### src/rtl/program_loader_pkg.sv
// Shared types and constants for the CPU program loader.
package program_loader_pkg;

  localparam int ADDR_W  = 8;
  localparam int DATA_W  = 8;
  localparam int COUNT_W = 9;
  localparam int PCNT_W  = 4;

  localparam logic [COUNT_W-1:0] COUNT_MAX = 9'd256;

  typedef enum logic [3:0] {
    ST_IDLE       = 4'd0,
    ST_NEXT       = 4'd1,
    ST_ADDR_PULSE = 4'd2,
    ST_ADDR_REL   = 4'd3,
    ST_DATA_PULSE = 4'd4,
    ST_DATA_REL   = 4'd5,
    ST_EXEC_PULSE = 4'd6,
    ST_EXEC_REL   = 4'd7,
    ST_RUN        = 4'd8,
    ST_IN_PULSE   = 4'd9,
    ST_IN_REL     = 4'd10
  } state_e;

  // True for the four states that hold a button-style pulse high.
  function automatic logic is_pulse_state(input state_e s);
    logic r;
    r = 1'b0;
    case (s)
      ST_ADDR_PULSE, ST_DATA_PULSE, ST_EXEC_PULSE, ST_IN_PULSE: r = 1'b1;
      default: r = 1'b0;
    endcase
    return r;
  endfunction

endpackage

### src/rtl/program_loader_pulse_timer.sv
// Down-counter that times how long a pulse state is held.
// Loaded on entry to a pulse state; o_done is high in the last pulse cycle.
module pulse_timer
  import program_loader_pkg::*;
#(
  parameter int PULSE_CYCLES = 2
) (
  input  logic i_clk,
  input  logic i_reset,
  input  logic i_load,
  output logic o_done
);

  logic [PCNT_W-1:0] cnt_q;
  logic [PCNT_W-1:0] cnt_d;

  // Next count: reload on state entry, otherwise count down to zero and stop.
  always_comb begin
    cnt_d = cnt_q;
    if (i_load) begin
      cnt_d = PCNT_W'(PULSE_CYCLES - 1);
    end else if (cnt_q != 4'd0) begin
      cnt_d = cnt_q - 4'd1;
    end else begin
      cnt_d = cnt_q;
    end
  end

  // Count register with synchronous reset.
  always_ff @(posedge i_clk) begin
    if (i_reset) begin
      cnt_q <= 4'd0;
    end else begin
      cnt_q <= cnt_d;
    end
  end

  assign o_done = (cnt_q == 4'd0);

endmodule

### src/rtl/program_loader.sv
// Host-side driver for the CPU manual load/execute interface: writes a
// program byte stream into CPU RAM, pulses execute, then feeds WRIM input
// requests from a second stream until the CPU halts.
module program_loader
  import program_loader_pkg::*;
#(
  parameter int PULSE_CYCLES = 2
) (
  input  logic               i_clk,
  input  logic               i_reset,
  input  logic               i_start,
  input  logic [ADDR_W-1:0]  i_base,
  input  logic               i_prog_valid,
  input  logic [DATA_W-1:0]  i_prog_data,
  input  logic               i_prog_last,
  output logic               o_prog_ready,
  input  logic               i_in_valid,
  input  logic [DATA_W-1:0]  i_in_data,
  output logic               o_in_ready,
  output logic               o_cpu_load_addr,
  output logic               o_cpu_load_data,
  output logic               o_cpu_execute,
  output logic               o_cpu_input_taken,
  output logic [DATA_W-1:0]  o_cpu_data,
  input  logic               i_cpu_waiting,
  input  logic               i_cpu_take_input,
  output logic               o_busy,
  output logic               o_running,
  output logic               o_done,
  output logic [COUNT_W-1:0] o_count,
  output logic               o_wrap
);

  state_e              state_q, state_d;
  logic [ADDR_W-1:0]   addr_q, addr_d;
  logic [DATA_W-1:0]   hold_q, hold_d;
  logic                last_q, last_d;
  logic [DATA_W-1:0]   in_byte_q, in_byte_d;
  logic [COUNT_W-1:0]  count_q, count_d;
  logic                wrap_q, wrap_d;
  logic                done_q, done_d;
  logic                load_addr_q, load_addr_d;
  logic                load_data_q, load_data_d;
  logic                execute_q, execute_d;
  logic                input_taken_q, input_taken_d;
  logic [DATA_W-1:0]   cpu_data_q, cpu_data_d;
  logic                busy_q, busy_d;
  logic                running_q, running_d;

  logic st_loadidle, st_loaddata, st_wrimreq;
  logic timer_load, timer_done;

  // CPU status decode: which side of the manual interface the CPU is on.
  assign st_loadidle = i_cpu_waiting  & ~i_cpu_take_input;
  assign st_loaddata = ~i_cpu_waiting &  i_cpu_take_input;
  assign st_wrimreq  = i_cpu_waiting  &  i_cpu_take_input;

  // Ready depends only on state and CPU status, never on the valid inputs.
  assign o_prog_ready = (state_q == ST_NEXT) & st_loadidle;
  assign o_in_ready   = (state_q == ST_RUN)  & st_wrimreq;

  assign timer_load = (state_d != state_q) & is_pulse_state(state_d);

  pulse_timer #(.PULSE_CYCLES(PULSE_CYCLES)) u_timer (
    .i_clk   (i_clk),
    .i_reset (i_reset),
    .i_load  (timer_load),
    .o_done  (timer_done)
  );

  // Sequencer: next state plus address, holding register and load statistics.
  always_comb begin
    state_d   = state_q;
    addr_d    = addr_q;
    hold_d    = hold_q;
    last_d    = last_q;
    in_byte_d = in_byte_q;
    count_d   = count_q;
    wrap_d    = wrap_q;
    done_d    = 1'b0;
    case (state_q)
      ST_IDLE: begin
        if (i_start) begin
          addr_d  = i_base;
          count_d = 9'd0;
          wrap_d  = 1'b0;
          state_d = ST_NEXT;
        end else begin
          state_d = ST_IDLE;
        end
      end
      ST_NEXT: begin
        if (i_prog_valid && o_prog_ready) begin
          hold_d  = i_prog_data;
          last_d  = i_prog_last;
          state_d = ST_ADDR_PULSE;
        end else begin
          state_d = ST_NEXT;
        end
      end
      ST_ADDR_PULSE: begin
        state_d = timer_done ? ST_ADDR_REL : ST_ADDR_PULSE;
      end
      ST_ADDR_REL: begin
        state_d = st_loaddata ? ST_DATA_PULSE : ST_ADDR_REL;
      end
      ST_DATA_PULSE: begin
        state_d = timer_done ? ST_DATA_REL : ST_DATA_PULSE;
      end
      ST_DATA_REL: begin
        if (st_loadidle) begin
          count_d = (count_q == COUNT_MAX) ? count_q : (count_q + 9'd1);
          addr_d  = addr_q + 8'd1;
          if (addr_q == 8'hFF) begin
            wrap_d = 1'b1;
          end else begin
            wrap_d = wrap_q;
          end
          state_d = last_q ? ST_EXEC_PULSE : ST_NEXT;
        end else begin
          state_d = ST_DATA_REL;
        end
      end
      ST_EXEC_PULSE: begin
        state_d = timer_done ? ST_EXEC_REL : ST_EXEC_PULSE;
      end
      ST_EXEC_REL: begin
        // The CPU is still in its load-address state until execute is seen.
        state_d = i_cpu_waiting ? ST_EXEC_REL : ST_RUN;
      end
      ST_RUN: begin
        if (st_loadidle) begin
          done_d  = 1'b1;
          state_d = ST_IDLE;
        end else if (i_in_valid && o_in_ready) begin
          in_byte_d = i_in_data;
          state_d   = ST_IN_PULSE;
        end else begin
          state_d = ST_RUN;
        end
      end
      ST_IN_PULSE: begin
        state_d = timer_done ? ST_IN_REL : ST_IN_PULSE;
      end
      ST_IN_REL: begin
        state_d = st_wrimreq ? ST_IN_REL : ST_RUN;
      end
      default: begin
        state_d = ST_IDLE;
      end
    endcase
  end

  // Output decode from the next state so every output is a plain flop.
  always_comb begin
    load_addr_d   = (state_d == ST_ADDR_PULSE);
    load_data_d   = (state_d == ST_DATA_PULSE);
    execute_d     = (state_d == ST_EXEC_PULSE);
    input_taken_d = (state_d == ST_IN_PULSE);
    busy_d        = (state_d != ST_IDLE);
    running_d     = (state_d == ST_RUN) | (state_d == ST_IN_PULSE) | (state_d == ST_IN_REL);
    cpu_data_d    = 8'h00;
    case (state_d)
      ST_ADDR_PULSE: cpu_data_d = addr_d;
      ST_ADDR_REL, ST_DATA_PULSE, ST_DATA_REL: cpu_data_d = hold_d;
      ST_IN_PULSE, ST_IN_REL: cpu_data_d = in_byte_d;
      default: cpu_data_d = 8'h00;
    endcase
  end

  // State and registered outputs, cleared by synchronous reset.
  always_ff @(posedge i_clk) begin
    if (i_reset) begin
      state_q       <= ST_IDLE;
      addr_q        <= 8'h00;
      hold_q        <= 8'h00;
      last_q        <= 1'b0;
      in_byte_q     <= 8'h00;
      count_q       <= 9'd0;
      wrap_q        <= 1'b0;
      done_q        <= 1'b0;
      load_addr_q   <= 1'b0;
      load_data_q   <= 1'b0;
      execute_q     <= 1'b0;
      input_taken_q <= 1'b0;
      cpu_data_q    <= 8'h00;
      busy_q        <= 1'b0;
      running_q     <= 1'b0;
    end else begin
      state_q       <= state_d;
      addr_q        <= addr_d;
      hold_q        <= hold_d;
      last_q        <= last_d;
      in_byte_q     <= in_byte_d;
      count_q       <= count_d;
      wrap_q        <= wrap_d;
      done_q        <= done_d;
      load_addr_q   <= load_addr_d;
      load_data_q   <= load_data_d;
      execute_q     <= execute_d;
      input_taken_q <= input_taken_d;
      cpu_data_q    <= cpu_data_d;
      busy_q        <= busy_d;
      running_q     <= running_d;
    end
  end

  assign o_cpu_load_addr   = load_addr_q;
  assign o_cpu_load_data   = load_data_q;
  assign o_cpu_execute     = execute_q;
  assign o_cpu_input_taken = input_taken_q;
  assign o_cpu_data        = cpu_data_q;
  assign o_busy            = busy_q;
  assign o_running         = running_q;
  assign o_done            = done_q;
  assign o_count           = count_q;
  assign o_wrap            = wrap_q;

endmodule

### config.mk
export PLATFORM = sky130hd
export DESIGN_NAME = program_loader
export DESIGN_NICKNAME = d
export VERILOG_FILES = /design/src/rtl/program_loader_pkg.sv /design/src/rtl/program_loader_pulse_timer.sv /design/src/rtl/program_loader.sv
export SDC_FILE = /design/constraint.sdc
export NUM_CORES = 1
export LEC_CHECK = 0
export CAP_MARGIN = 20
export CORE_MARGIN = 5
export CORE_UTILIZATION = 52
export DETAILED_ROUTE_END_ITERATION = 16
export GPL_TIMING_DRIVEN = 0
export PLACE_DENSITY = 0.82
export SYNTH_ARGS = -nofsm -noshare
export SYNTH_HDL_FRONTEND = slang
export SYNTH_SLANG_ARGS = --single-unit
### constraint.sdc
create_clock -name i_clk -period 3.4 [get_ports i_clk]
set_clock_uncertainty 0.05 [all_clocks]
set_input_delay 0.85 -clock i_clk [delete_from_list [all_inputs] [get_ports i_clk]]
set_output_delay 0.85 -clock i_clk [all_outputs]
set_load 0.005 [all_outputs]
==> results.toml <==
[flow_run]
timing.max_cap.violations = 0

[timing]
finalSetupTns_ns = 0
finalSetupViolCount = 0
finalCritPeriodShare = 0.934
whs_ns = 0.445
finalHoldViolCount = 0
tightest_slew_ns = 0.899
slew_headroom = 0.394
slew_violations = 0
fmax_mhz = 315
rsz0062_at_grt = "no"
fin_crit_ns = 3.17

[yosys]
avgSynthCellArea_sq_um = 9.39
syn_inst = 318
synth_fp_nets = 355
synth-compound-area-share = 0.184
synth_xor_area_frac = 0.0402
yosysWarnings = 0
synth_area_leaders = "dfxtp_1 (39%), nor2b_1 (5.4%), mux2_2 (4.9%)"
synthMuxAreaShare = 0.0658
synth_cell_types = 61
synth_seq_cells = 58
synth_fa_ha_area_frac = 0.0210
synth-simple-area-share = 0.256
netlist_area_sq_mm = 0.00299
synth_top_cell_by_area = "dfxtp_1"
async_flop_share = 0
synth_top_family_by_area = "simple AND/OR/NAND/NOR gates"
yosysSeqAreaShare = 0.389
synth_top_area_share = 0.389
synth-edff-count = 0
synth_ff_type = "dfxtp_1"

[floorplan]
die_area_sq_mm = 0.00736
start_util = 0.539
core_sq_mm = 0.00554
io_pins = 59
dieWidth_microns = 85.8
row_count = 27
dieHeight_microns = 85.8

[power]
power_frac_comb = 0.228
p_leak_nw = 1.39
p_clk_frac = 0.337
switching_share = 0.311
seqPwrFrac = 0.436
max-vdd-ir-drop_mv = 0.340
power_density_mw_per_mm2 = 444
intPower_mw = 1.18
switchingPower_mw = 0.531

[setup_path]
worstPathMaxFanout = 10
worstPathRequired_ns = 2.50
cp-startpoint = "i_cpu_take_input"
r2r_start = "u_timer.cnt_q[0]"
r2r-end = "o_cpu_data[4]"
r2r_cells = 9
cp-endpoint = "o_prog_ready"
start_kind = "primary input"
cp-end-kind = "output pin"
critPathArrivalTime_ns = 2.27
reg2reg_slack_ns = 0.53
critPathKind = "in -> out"

[placement]
portBuffers = 58
place_congestion = 0.897
hpwl_mm = 5.60

[grt]
grt_antenna_before_repair = 0
grt_start_max_net_pins = 12
grt_pass1_wl_mm = 12.4
track_usage = 0.213
grt_pass1_vias = 2591
grt_overflow_total = 0

[finish]
multi_input_area_sq_mm = 0.00169
n_fill_cell = 439
drive_gt1_frac = 0.142
fin_nets = 425
final_cell_mix = "dfxtp_1 (58), clkdlybuf4s50_1 (56), nor2_1 (28)"
antennaDiodeCount = 0
final_common_cell = "dfxtp_1"
seq_area_sq_mm = 0.00116
syn_to_final_growth_pct = 28.6

[clocking]
cts_buffers = 9
tritoncts = "yes"
path_clk_slew_ns = 0.08
cts_hold_buf = 0
clk_path_buf_depth = 2
htree_levels = 3
clk_latency_ns = 0.34
cts_root_buf = "clkbuf_8"
cts.sinks = 58

[detailed_routing]
drtIter0Drc = 181
finalWirelength_mm = 7.55
vias_per_cell = 5.69
drtPass1Iterations = 4
vias = 2647
ant_nets = 0
wl_met1_mm = 3.26
wl_met3_microns = 485
wl_per_cell_microns = 16.2
wl_met2_mm = 3.74
drc_errors = 0
routed.top_layer = "met4"

[worst_hold_path]
worstHoldPathType = "reg -> reg"

[status]
status = "finished clean"
-- layout make-up --
cell class | count | area share
clock buffer | 10 | 0.0359
clock inverter | 6 | 0.0111
multi-input combinational | 232 | 0.441
inverter | 8 | 0.00782
timing repair buffer | 59 | 0.152
buffer | 20 | 0.0264
tap | 72 | 0.0235
sequential | 58 | 0.302
-- sequential cells by signal, indices dropped and copies added, names as in the netlist --
| name | cells |
|---|---|
| in_byte_q | 8 |
| o_cpu_load_data | 1 |
| o_cpu_input_taken | 1 |
| o_cpu_data | 8 |
| state_q | 4 |
| addr_q | 8 |
| o_count | 9 |
| hold_q | 8 |
| o_done | 1 |
| u_timer.cnt_q | 4 |
| o_busy | 1 |
| last_q | 1 |
| o_wrap | 1 |
| o_cpu_load_addr | 1 |
| o_cpu_execute | 1 |
| o_running | 1 |
-- cells by family after synthesis --
logic type,after synthesis
buffers and inverters,28
adder cells (fa/ha/maj),5
flip-flops,58
AND/OR/NAND/NOR,129
multiplexers,18
XOR/XNOR,12
AO/OA/AOI/OAI,68
-- power groups by stage --
stage | Sequential [mW] | Combinational (mW) | Clock (mW)
after global routing | 0.746 | 0.426 | 0.613
after CTS | 0.742 | 0.385 | 0.580
final | 0.743 | 0.388 | 0.575
after floorplan | 0.751 | 0.267 | 0
after global placement | 0.756 | 0.363 | 0
after detailed placement | 0.758 | 0.383 | 0
-- per-layer routing --
layer | vias to the layer above | track usage
met5 | - | 0
met2 | 97 | 0.370
li1 | 1298 | -
met3 | 6 | 0.0394
met4 | 0 | 0.0676
met1 | 1246 | 0.265
-- what timing repair did --
action                     CTS  global route
buffers inserted             0             0
hold endpoints to repair     0             0
resized for setup            2             0
setup endpoints to repair    3             0
-- worst max-delay path, stage by stage --
cell and delay (ns):
dlygate4sd2_1 0.31, nand2b_1 0.18, buf_2 0.20, nor3b_1 0.20
clkdlybuf4s50_1 0.53
-- worst min-delay path by stage --
| stage | from | slack (ns) | endpoint | cells past startpoint |
|---|---|---|---|---|
| finish | hold_q[5] | 0.45 | hold_q[5] | 2 |
| global route | hold_q[5] | 0.48 | hold_q[5] | 2 |
| CTS | hold_q[5] | 0.45 | hold_q[5] | 2 |
| detailed placement | hold_q[6] | 0.43 | hold_q[6] | 2 |
| global placement | o_wrap | 0.41 | o_wrap | 2 |
| floorplan | hold_q[5] | 0.40 | hold_q[5] | 2 |
-- synthesized netlist by cell type, types with 4 or more instances --
cell type  count
dfxtp_1       58
nor2_1        28
nor2b_1       26
nand2_1       14
mux2_2        13
nand3_1       12
a21oi_1       10
a211oi_1       9
clkbuf_1       8
inv_1          8
o21ai_0        8
a32oi_1        7
buf_2          6
nand2b_1       6
nor3_1         6
nor3b_1        6
a221o_1        5
ha_1           5
mux2i_1        5
xnor2_1        5
xor2_1         5
nor4_1         4
o21bai_1       4
-- through the flow --
step / std cells / utilization / power (mW) / worst slack (ns) / instance area, sq um
6_report: 465 / 0.693 / 1.71 / 0.226 / 3840
5_1_grt: 465 / 0.693 / 1.79 / 0.0858 / 3840
3_5_place_dp: 449 / 0.661 / 1.14 / -0.402 / 3660
3_3_place_gp: 448 / 0.660 / 1.12 / -0.349 / 3660
4_1_cts: 465 / 0.693 / 1.71 / 0.217 / 3840
2_1_floorplan: 318 / - / 1.02 / 0.674 / 2990
(Power assumes the default switching activity.)
